[src/rtl/can_defs.sv]
// rtl/can_defs.sv - shared CAN frame, status and scheduler state definitions
package can_defs;

  localparam int CAN_ARB_KEY_W = 30;

  typedef struct packed {
    logic [10:0]     id_std;
    logic [17:0]     id_ext;
    logic            ide;
    logic            rtr1;
    logic            rtr2;
    logic [3:0]      dlc;
    logic [14:0]     crc;
    logic [0:7][7:0] data;
  } can_frame_t;

  typedef enum logic {TXS_OK, TXS_FAIL} tx_status_e;

  typedef enum logic [2:0] {IDLE, SELECT, START, ACTIVE, COMPLETE} sched_state_e;

  // Lower key wins bus arbitration; base IDs compare ahead of extended ones with equal base.
  function automatic logic [CAN_ARB_KEY_W-1:0] arb_key(input can_frame_t f);
    return {f.id_std, f.ide, (f.ide ? f.id_ext : 18'h0)};
  endfunction

endpackage

[src/rtl/can_prio_select.sv]
// rtl/can_prio_select.sv - combinational lowest-key search over a masked key set
module can_prio_select import can_defs::*; #(
  parameter  int N  = 4,
  localparam int IW = $clog2(N)
) (
  input  logic [N-1:0][CAN_ARB_KEY_W-1:0] keys,
  input  logic [N-1:0]                    valid,
  output logic [IW-1:0]                   win_idx,
  output logic                            found
);

  logic [CAN_ARB_KEY_W-1:0] best;

  // Strict less-than while scanning upward keeps the lowest index on ties.
  always_comb begin
    win_idx = '0;
    found   = 1'b0;
    best    = '1;
    for (int i = 0; i < N; i++) begin
      if (valid[i] && (!found || keys[i] < best)) begin
        found   = 1'b1;
        best    = keys[i];
        win_idx = IW'(i);
      end
    end
  end

endmodule

[src/rtl/can_tx_scheduler.sv]
// rtl/can_tx_scheduler.sv - mailbox transmit scheduler in front of can_transmitter
module can_tx_scheduler import can_defs::*; #(
  parameter  int NUM_MB      = 4,
  parameter  int RETRY_LIMIT = 8,
  localparam int IW          = $clog2(NUM_MB)
) (
  input  logic                 clk,
  input  logic                 rst_n,
  input  logic                 sample_point,
  input  logic                 load_valid,
  input  logic [IW-1:0]        load_idx,
  input  can_frame_t           load_frame,
  input  logic                 load_remote,
  output logic                 load_err,
  input  logic [NUM_MB-1:0]    abort_req,
  output logic [NUM_MB-1:0]    mb_pending,
  output logic                 start_tx,
  output logic                 tx_remote_req,
  output logic [10:0]          tx_id_std,
  output logic [17:0]          tx_id_ext,
  output logic                 tx_ide,
  output logic                 tx_rtr1,
  output logic                 tx_rtr2,
  output logic [3:0]           tx_dlc,
  output logic [14:0]          tx_crc,
  output logic [0:7][7:0]      tx_data,
  input  logic                 tx_done,
  input  logic                 arb_lost,
  output logic                 tx_abort,
  output logic                 done_pulse,
  output logic                 fail_pulse,
  output logic [IW-1:0]        done_idx,
  output logic                 busy
);

  localparam int              RW        = (RETRY_LIMIT == 0) ? 1 : $clog2(RETRY_LIMIT + 1);
  localparam logic [RW-1:0]   RETRY_MAX = RW'(RETRY_LIMIT);

  can_frame_t                           mb_frame [NUM_MB];
  logic [NUM_MB-1:0]                    mb_remote;
  logic [NUM_MB-1:0][CAN_ARB_KEY_W-1:0] keys;
  sched_state_e                         state, state_nxt;
  can_frame_t                           sh_frame;
  logic                                 sh_remote;
  logic [IW-1:0]                        act_idx;
  logic [RW-1:0]                        retry_cnt, retry_inc;
  tx_status_e                           status;
  logic [IW-1:0]                        sel_idx, abort_idx;
  logic                                 sel_found, abort_found;
  logic [NUM_MB-1:0]                    cand, act_oh, abort_mask;
  logic                                 sp_done, sp_lost, arb_fail;

  always_comb begin
    for (int i = 0; i < NUM_MB; i++) keys[i] = arb_key(mb_frame[i]);
  end

  assign cand = mb_pending & ~abort_req;

  can_prio_select #(.N(NUM_MB)) u_sel (
    .keys    (keys),
    .valid   (cand),
    .win_idx (sel_idx),
    .found   (sel_found)
  );

  // The shadowed mailbox is owned by the frame sequence until COMPLETE releases it.
  assign act_oh     = (state == START || state == ACTIVE || state == COMPLETE)
                      ? (NUM_MB'(1) << act_idx) : '0;
  assign abort_mask = mb_pending & abort_req & ~act_oh;

  always_comb begin
    abort_found = 1'b0;
    abort_idx   = '0;
    for (int i = 0; i < NUM_MB; i++) begin
      if (abort_mask[i] && !abort_found) begin
        abort_found = 1'b1;
        abort_idx   = IW'(i);
      end
    end
  end

  assign sp_done   = sample_point & tx_done;
  assign sp_lost   = sample_point & arb_lost & ~tx_done;
  assign retry_inc = (retry_cnt == '1) ? retry_cnt : retry_cnt + 1'b1;
  assign arb_fail  = abort_req[act_idx] || (RETRY_LIMIT != 0 && retry_inc == RETRY_MAX);

  always_comb begin
    state_nxt = state;
    case (state)
      IDLE:     if (|cand) state_nxt = SELECT;
      SELECT:   state_nxt = sel_found ? START : IDLE;
      START:    if (sample_point) state_nxt = ACTIVE;
      ACTIVE: begin
        if (sp_done)      state_nxt = COMPLETE;
        else if (sp_lost) state_nxt = arb_fail ? COMPLETE : IDLE;
      end
      COMPLETE: state_nxt = IDLE;
      default:  state_nxt = IDLE;
    endcase
  end

  assign start_tx = (state == START);
  assign busy     = (state != IDLE);
  assign tx_abort = (state == ACTIVE) && sp_lost;

  always_ff @(posedge clk or negedge rst_n) begin
    if (!rst_n) state <= IDLE;
    else        state <= state_nxt;
  end

  always_ff @(posedge clk) begin
    if (load_valid && !mb_pending[load_idx]) mb_frame[load_idx] <= load_frame;
  end

  always_ff @(posedge clk or negedge rst_n) begin
    if (!rst_n) begin
      mb_pending <= '0;
      mb_remote  <= '0;
      sh_frame   <= '0;
      sh_remote  <= 1'b0;
      act_idx    <= '0;
      retry_cnt  <= '0;
      status     <= TXS_OK;
      load_err   <= 1'b0;
      done_pulse <= 1'b0;
      fail_pulse <= 1'b0;
      done_idx   <= '0;
    end else begin
      load_err   <= 1'b0;
      done_pulse <= 1'b0;
      fail_pulse <= 1'b0;

      if (load_valid) begin
        if (mb_pending[load_idx]) begin
          load_err <= 1'b1;
        end else begin
          mb_pending[load_idx] <= 1'b1;
          mb_remote[load_idx]  <= load_remote;
        end
      end

      if (state == SELECT && sel_found) begin
        sh_frame  <= mb_frame[sel_idx];
        sh_remote <= mb_remote[sel_idx];
        act_idx   <= sel_idx;
        if (sel_idx != act_idx) retry_cnt <= '0;
      end

      if (state == ACTIVE && sp_done) begin
        status <= TXS_OK;
      end else if (state == ACTIVE && sp_lost) begin
        retry_cnt <= retry_inc;
        status    <= arb_fail ? TXS_FAIL : TXS_OK;
      end

      // Completion outranks a host abort in the same cycle; the abort stays visible next cycle.
      if (state == COMPLETE) begin
        mb_pending[act_idx] <= 1'b0;
        done_idx            <= act_idx;
        done_pulse          <= (status == TXS_OK);
        fail_pulse          <= (status == TXS_FAIL);
        retry_cnt           <= '0;
      end else if (abort_found) begin
        mb_pending[abort_idx] <= 1'b0;
        done_idx              <= abort_idx;
        fail_pulse            <= 1'b1;
      end
    end
  end

  assign tx_remote_req = sh_remote;
  assign tx_id_std     = sh_frame.id_std;
  assign tx_id_ext     = sh_frame.id_ext;
  assign tx_ide        = sh_frame.ide;
  assign tx_rtr1       = sh_frame.rtr1;
  assign tx_rtr2       = sh_frame.rtr2;
  assign tx_dlc        = sh_frame.dlc;
  assign tx_crc        = sh_frame.crc;
  assign tx_data       = sh_frame.data;

endmodule

[config.mk]
export PLATFORM = sky130hd
export DESIGN_NAME = can_tx_scheduler
export DESIGN_NICKNAME = d
export VERILOG_FILES = /design/src/rtl/can_defs.sv /design/src/rtl/can_prio_select.sv /design/src/rtl/can_tx_scheduler.sv
export SDC_FILE = /design/constraint.sdc
export NUM_CORES = 1
export LEC_CHECK = 0
export CORE_MARGIN = 3
export CORE_UTILIZATION = 47
export CTS_CLUSTER_SIZE = 30
export DETAILED_ROUTE_END_ITERATION = 7
export PLACE_DENSITY = 0.68
export REMOVE_ABC_BUFFERS = 1
export SYNTH_ARGS = -nofsm -noshare
export SYNTH_HDL_FRONTEND = slang
export SYNTH_SLANG_ARGS = --single-unit
[constraint.sdc]
create_clock -name clk -period 41.5 [get_ports clk]
set_clock_uncertainty 0.15 [all_clocks]
set_input_delay 8.3 -clock clk [delete_from_list [all_inputs] [get_ports clk]]
set_output_delay 8.3 -clock clk [all_outputs]
set_load 0.1 [all_outputs]
==> impl_metrics.csv <==
group,metric,value,unit
synth,synth_ff_type,"edfxtp_1",
setup_path,path_class,"input pin to primary output",
sta,setup_viol,0,
global_routing,grt_pass1_wl,98.47,mm
layout,final_core_util,57.39,%
layout,nets,2419,
clock_tree,hold_buffers,0,
sta,grt_setup_unrepaired,"no",
route,drt-initial-drc-count,1252,
setup_path,critical_path.max_fanout,9,
sta,worstMarginPinSlew,1.178,ns
status,run_status,"completed",
sta,hold_viol,0,
setup_path,cp-start-kind,"input pin",
synth,synthArstFlopShare,23.21,%
sta,finalCriticalPeriod,19.63,ns
floorplanning,pin_count,256,
floorplanning,coreArea,0.05403,mm²
synth,syn_avg_cell_area,13.03,µm²
route,top_layer,"met5",
clock_tree,clockBufferDepth,3,
global_routing,grt_pass1_vias,17130,
job,cap_viol_max_count,0,
setup_path,reg2reg_slack,29.92,ns
power_and_ir_drop,p_clk_share,22.0,%
clock_tree,cts_setup_buffers,0,
synth,netlist_instances,1976,
route,dr_total_vias,17050,
setup_path,cp-end-kind,"primary output",
place,place_area,0.02887,mm²
sta,fmax,50.93,MHz
setup_path,slowest_stage,"clkdlybuf4s50_1",
setup_path,cpMostUsedCell,"clkdlybuf4s50_1",
sta,period_share,47.31,%
route,met1Wirelength,27.22,mm
power_and_ir_drop,power_frac_seq,31.3,%
layout,drive_gt1_share,6.211,%
clock_tree,cts_resized,0,
route,antenna_left,0,
synth,synth_seq_area_share,67.15,%
setup_path,worstPathCellList,"clkdlybuf4s50_1 > nand2_1 > or2_2 > nor3_1 > clkdlybuf4s50_1",
synth,ys_ff_latch,599,
worst_hold_path,worst_hold_path_type,"register to register",
power_and_ir_drop,power_density,83.22,mW/mm²
route,routedWlPerCell,21.89,µm
layout,syn2layout_area_growth,20.42,%
synth,syn_area,0.02575,mm²
place,place_congestion,0.8964,
sta,fin_tns_setup,0,ns
route,wl_met2,31.18,mm
floorplanning,dieHeight,240.1,µm
route,drc,0,
floorplanning,die-area,0.05763,mm²
route,drt-vias-per-instance,5.767,
clock_tree,cts_buffers,66,
route,routed_wl,64.73,mm
clock_tree,path_clk_slew,0.05,ns
power_and_ir_drop,leakagePower,11.55,nW
global_routing,overflow,0,
power_and_ir_drop,ir_worst_vdd,0.06403,mV
sta,report.final.slew_viol_count,0,
sta,maxSlewHeadroom,21.23,%
power_and_ir_drop,internal_power,1.410,mW
global_routing,track_usage,22.27,%
floorplanning,row_count,85,
power_and_ir_drop,p_sw,1.170,mW
place,port_buffers,255,
synth,synth.distinct_cells,64,
place,dp_hpwl,37.75,mm
clock_tree,htreeDepth,3,
global_routing,grt_max_degree,177,
clock_tree,clk_latency,0.60,ns
floorplanning,start_util,47.66,%
synth,synth_edf_count,460,
synth,yosys_warnings,0,
power_and_ir_drop,power_frac_comb,46.7,%
layout,stdcell_area,0.03101,mm²
global_routing,antenna_found_initial,8,
setup_path,crit_path_max_incr_delay,1.28,ns
route,wl_met3,4.577,mm
clock_tree,clock-sinks,599,
setup_path,arrival,11.18,ns
floorplanning,fp.dieW,240.1,µm
power_and_ir_drop,p_sw_share,45.35,%
route,dr.pass1.iters,7,
clock_tree,root_buffer,"clkbuf_16",
setup_path,cp.required,33.05,ns
clock_tree,cts_tree,"yes",
[sequential cells by signal (all words and copies together) (netlist names), 2 cells and up]
signal and cells:
done_idx 2, tx_id_std 11, act_idx 2, mb_remote 4
retry_cnt 4, mb_frame 460, tx_crc 15, tx_dlc 4
tx_id_ext 18, mb_pending 4, tx_data 64, state 3
[cell families (layout without fill, tap and decap cells)]
kind of cell,count (synthesis),after routing,share of synthesized area (%)
adder cells (fa/ha/maj),88,88,4.276
AO/OA/AOI/OAI,545,545,13.04
AND/OR/NAND/NOR,489,489,8.202
buffers and inverters,131,409,2.400
multiplexers,123,123,4.898
flip-flops,599,599,67.15
other,0,7,0
XOR/XNOR,1,1,0.03402
[routing by layer]
metal  vias to the layer above  global-route usage (%)
met1                      8483                   29.20
met5                         -                       0
met4                         8                   6.940
met3                       133                   5.747
met2                       577                   36.66
li1                       7853                       -
[per-stage QoR]
| stage | power [mW] | cells | setup slack, ns | hold WS [ns] |
|---|---|---|---|---|
| floorplan | 1.749 | 1861 | 17.63 | 0.2887 |
| global placement | 2.008 | 2831 | 21.94 | 0.3184 |
| detailed placement | 2.025 | 2831 | 21.61 | 0.3290 |
| CTS | 2.602 | 2950 | 21.87 | 0.3403 |
| global route | 2.710 | 2953 | 21.33 | 0.3496 |
| finish | 2.580 | 2957 | 21.87 | 0.3325 |
[synthesized netlist by cell type (2+ instances only)]
master / number / area, µm²
edfxtp_1: 460 / 13810
a21oi_1: 332 / 1662
nor2_1: 322 / 1209
dfrtp_1: 139 / 3478
mux2i_1: 117 / 1171
a211o_1: 107 / 937.2
ha_1: 88 / 1101
clkbuf_1: 68 / 255.2
and2_1: 54 / 337.8
nand2_1: 47 / 176.4
buf_2: 28 / 140.1
o21ai_0: 22 / 110.1
a211oi_1: 17 / 127.6
inv_1: 16 / 60.06
nand3_1: 16 / 80.08
nor3_1: 15 / 75.07
o21ai_1: 15 / 75.07
nand4_1: 12 / 75.07
buf_4: 9 / 67.56
a21o_1: 8 / 60.06
buf_1: 5 / 18.77
a31oi_1: 4 / 25.02
mux2_2: 4 / 45.04
nand2b_1: 4 / 25.02
nor3b_1: 4 / 30.03
o211ai_1: 4 / 30.03
o21a_1: 4 / 30.03
buf_8: 3 / 45.04
nor2b_1: 3 / 18.77
o22ai_1: 3 / 18.77
o31ai_1: 3 / 22.52
a2111oi_0: 2 / 17.52
a221oi_1: 2 / 17.52
a22oi_1: 2 / 15.01
and3_1: 2 / 12.51
mux4_2: 2 / 45.04
nor4_1: 2 / 12.51
o2111ai_1: 2 / 17.52
o221a_2: 2 / 22.52
o41ai_1: 2 / 17.52
or2_2: 2 / 12.51
[cell usage in the layout, fill, tap and decap left out, types with 4 or more instances in the layout]
master / instances
a211o_1: 106
a211oi_1: 17
a21o_1: 8
a21oi_1: 332
a31oi_1: 4
and2_1: 53
buf_4: 18
clkbuf_1: 20
clkbuf_16: 68
clkbuf_8: 6
clkdlybuf4s50_1: 254
clkinv_1: 5
clkinv_2: 8
clkinvlp_4: 4
dfrtp_1: 139
diode_2: 7
edfxtp_1: 460
ha_1: 88
inv_1: 16
mux2_2: 4
mux2i_1: 117
nand2_1: 47
nand3_1: 15
nand4_1: 12
nor2_1: 322
nor3_1: 14
o211ai_1: 4
o21a_1: 4
o21ai_0: 22
o21ai_1: 15
[area by class of cell]
cell class	count	area (µm²)
Tap cell	696	870.8
Multi-Input combinational cell	1246	7936
Sequential cell	599	17290
Antenna cell	7	17.52
Fill cell	4326	23020
Clock buffer	94	1859
Clock inverter	25	262.8
Inverter	16	60.06
Timing Repair Buffer	274	2709
[worst max-delay path: cells and delay by family]
| kind | cells | cell delay, ns |
|---|---|---|
| simple gates | 3 | 1.11 |
| buf+inv | 2 | 1.76 |
[power groups by stage]
stage / logic (mW) / clock network [mW] / registers (mW)
finish: 1.21 / 0.568 / 0.807
global route: 1.29 / 0.606 / 0.816
CTS: 1.21 / 0.581 / 0.807
detailed placement: 1.21 / 0 / 0.816
global placement: 1.19 / 0 / 0.815
floorplan: 0.509 / 0 / 1.24
[worst paths after layout]
path | startpoint | end | cells after the start
hold reg to reg | tx_id_std[7] | tx_id_std[7] | 2
setup / recovery | sample_point | tx_abort | 5
min in group asynchronous | rst_n | tx_id_ext[3] | 1
hold / removal | tx_id_std[7] | tx_id_std[7] | 2
max in group asynchronous | rst_n | tx_data[24] | 2
setup reg to reg | mb_pending[0] | tx_data[57] | 33
No activity file was read; power rests on OpenSTA's default activity.
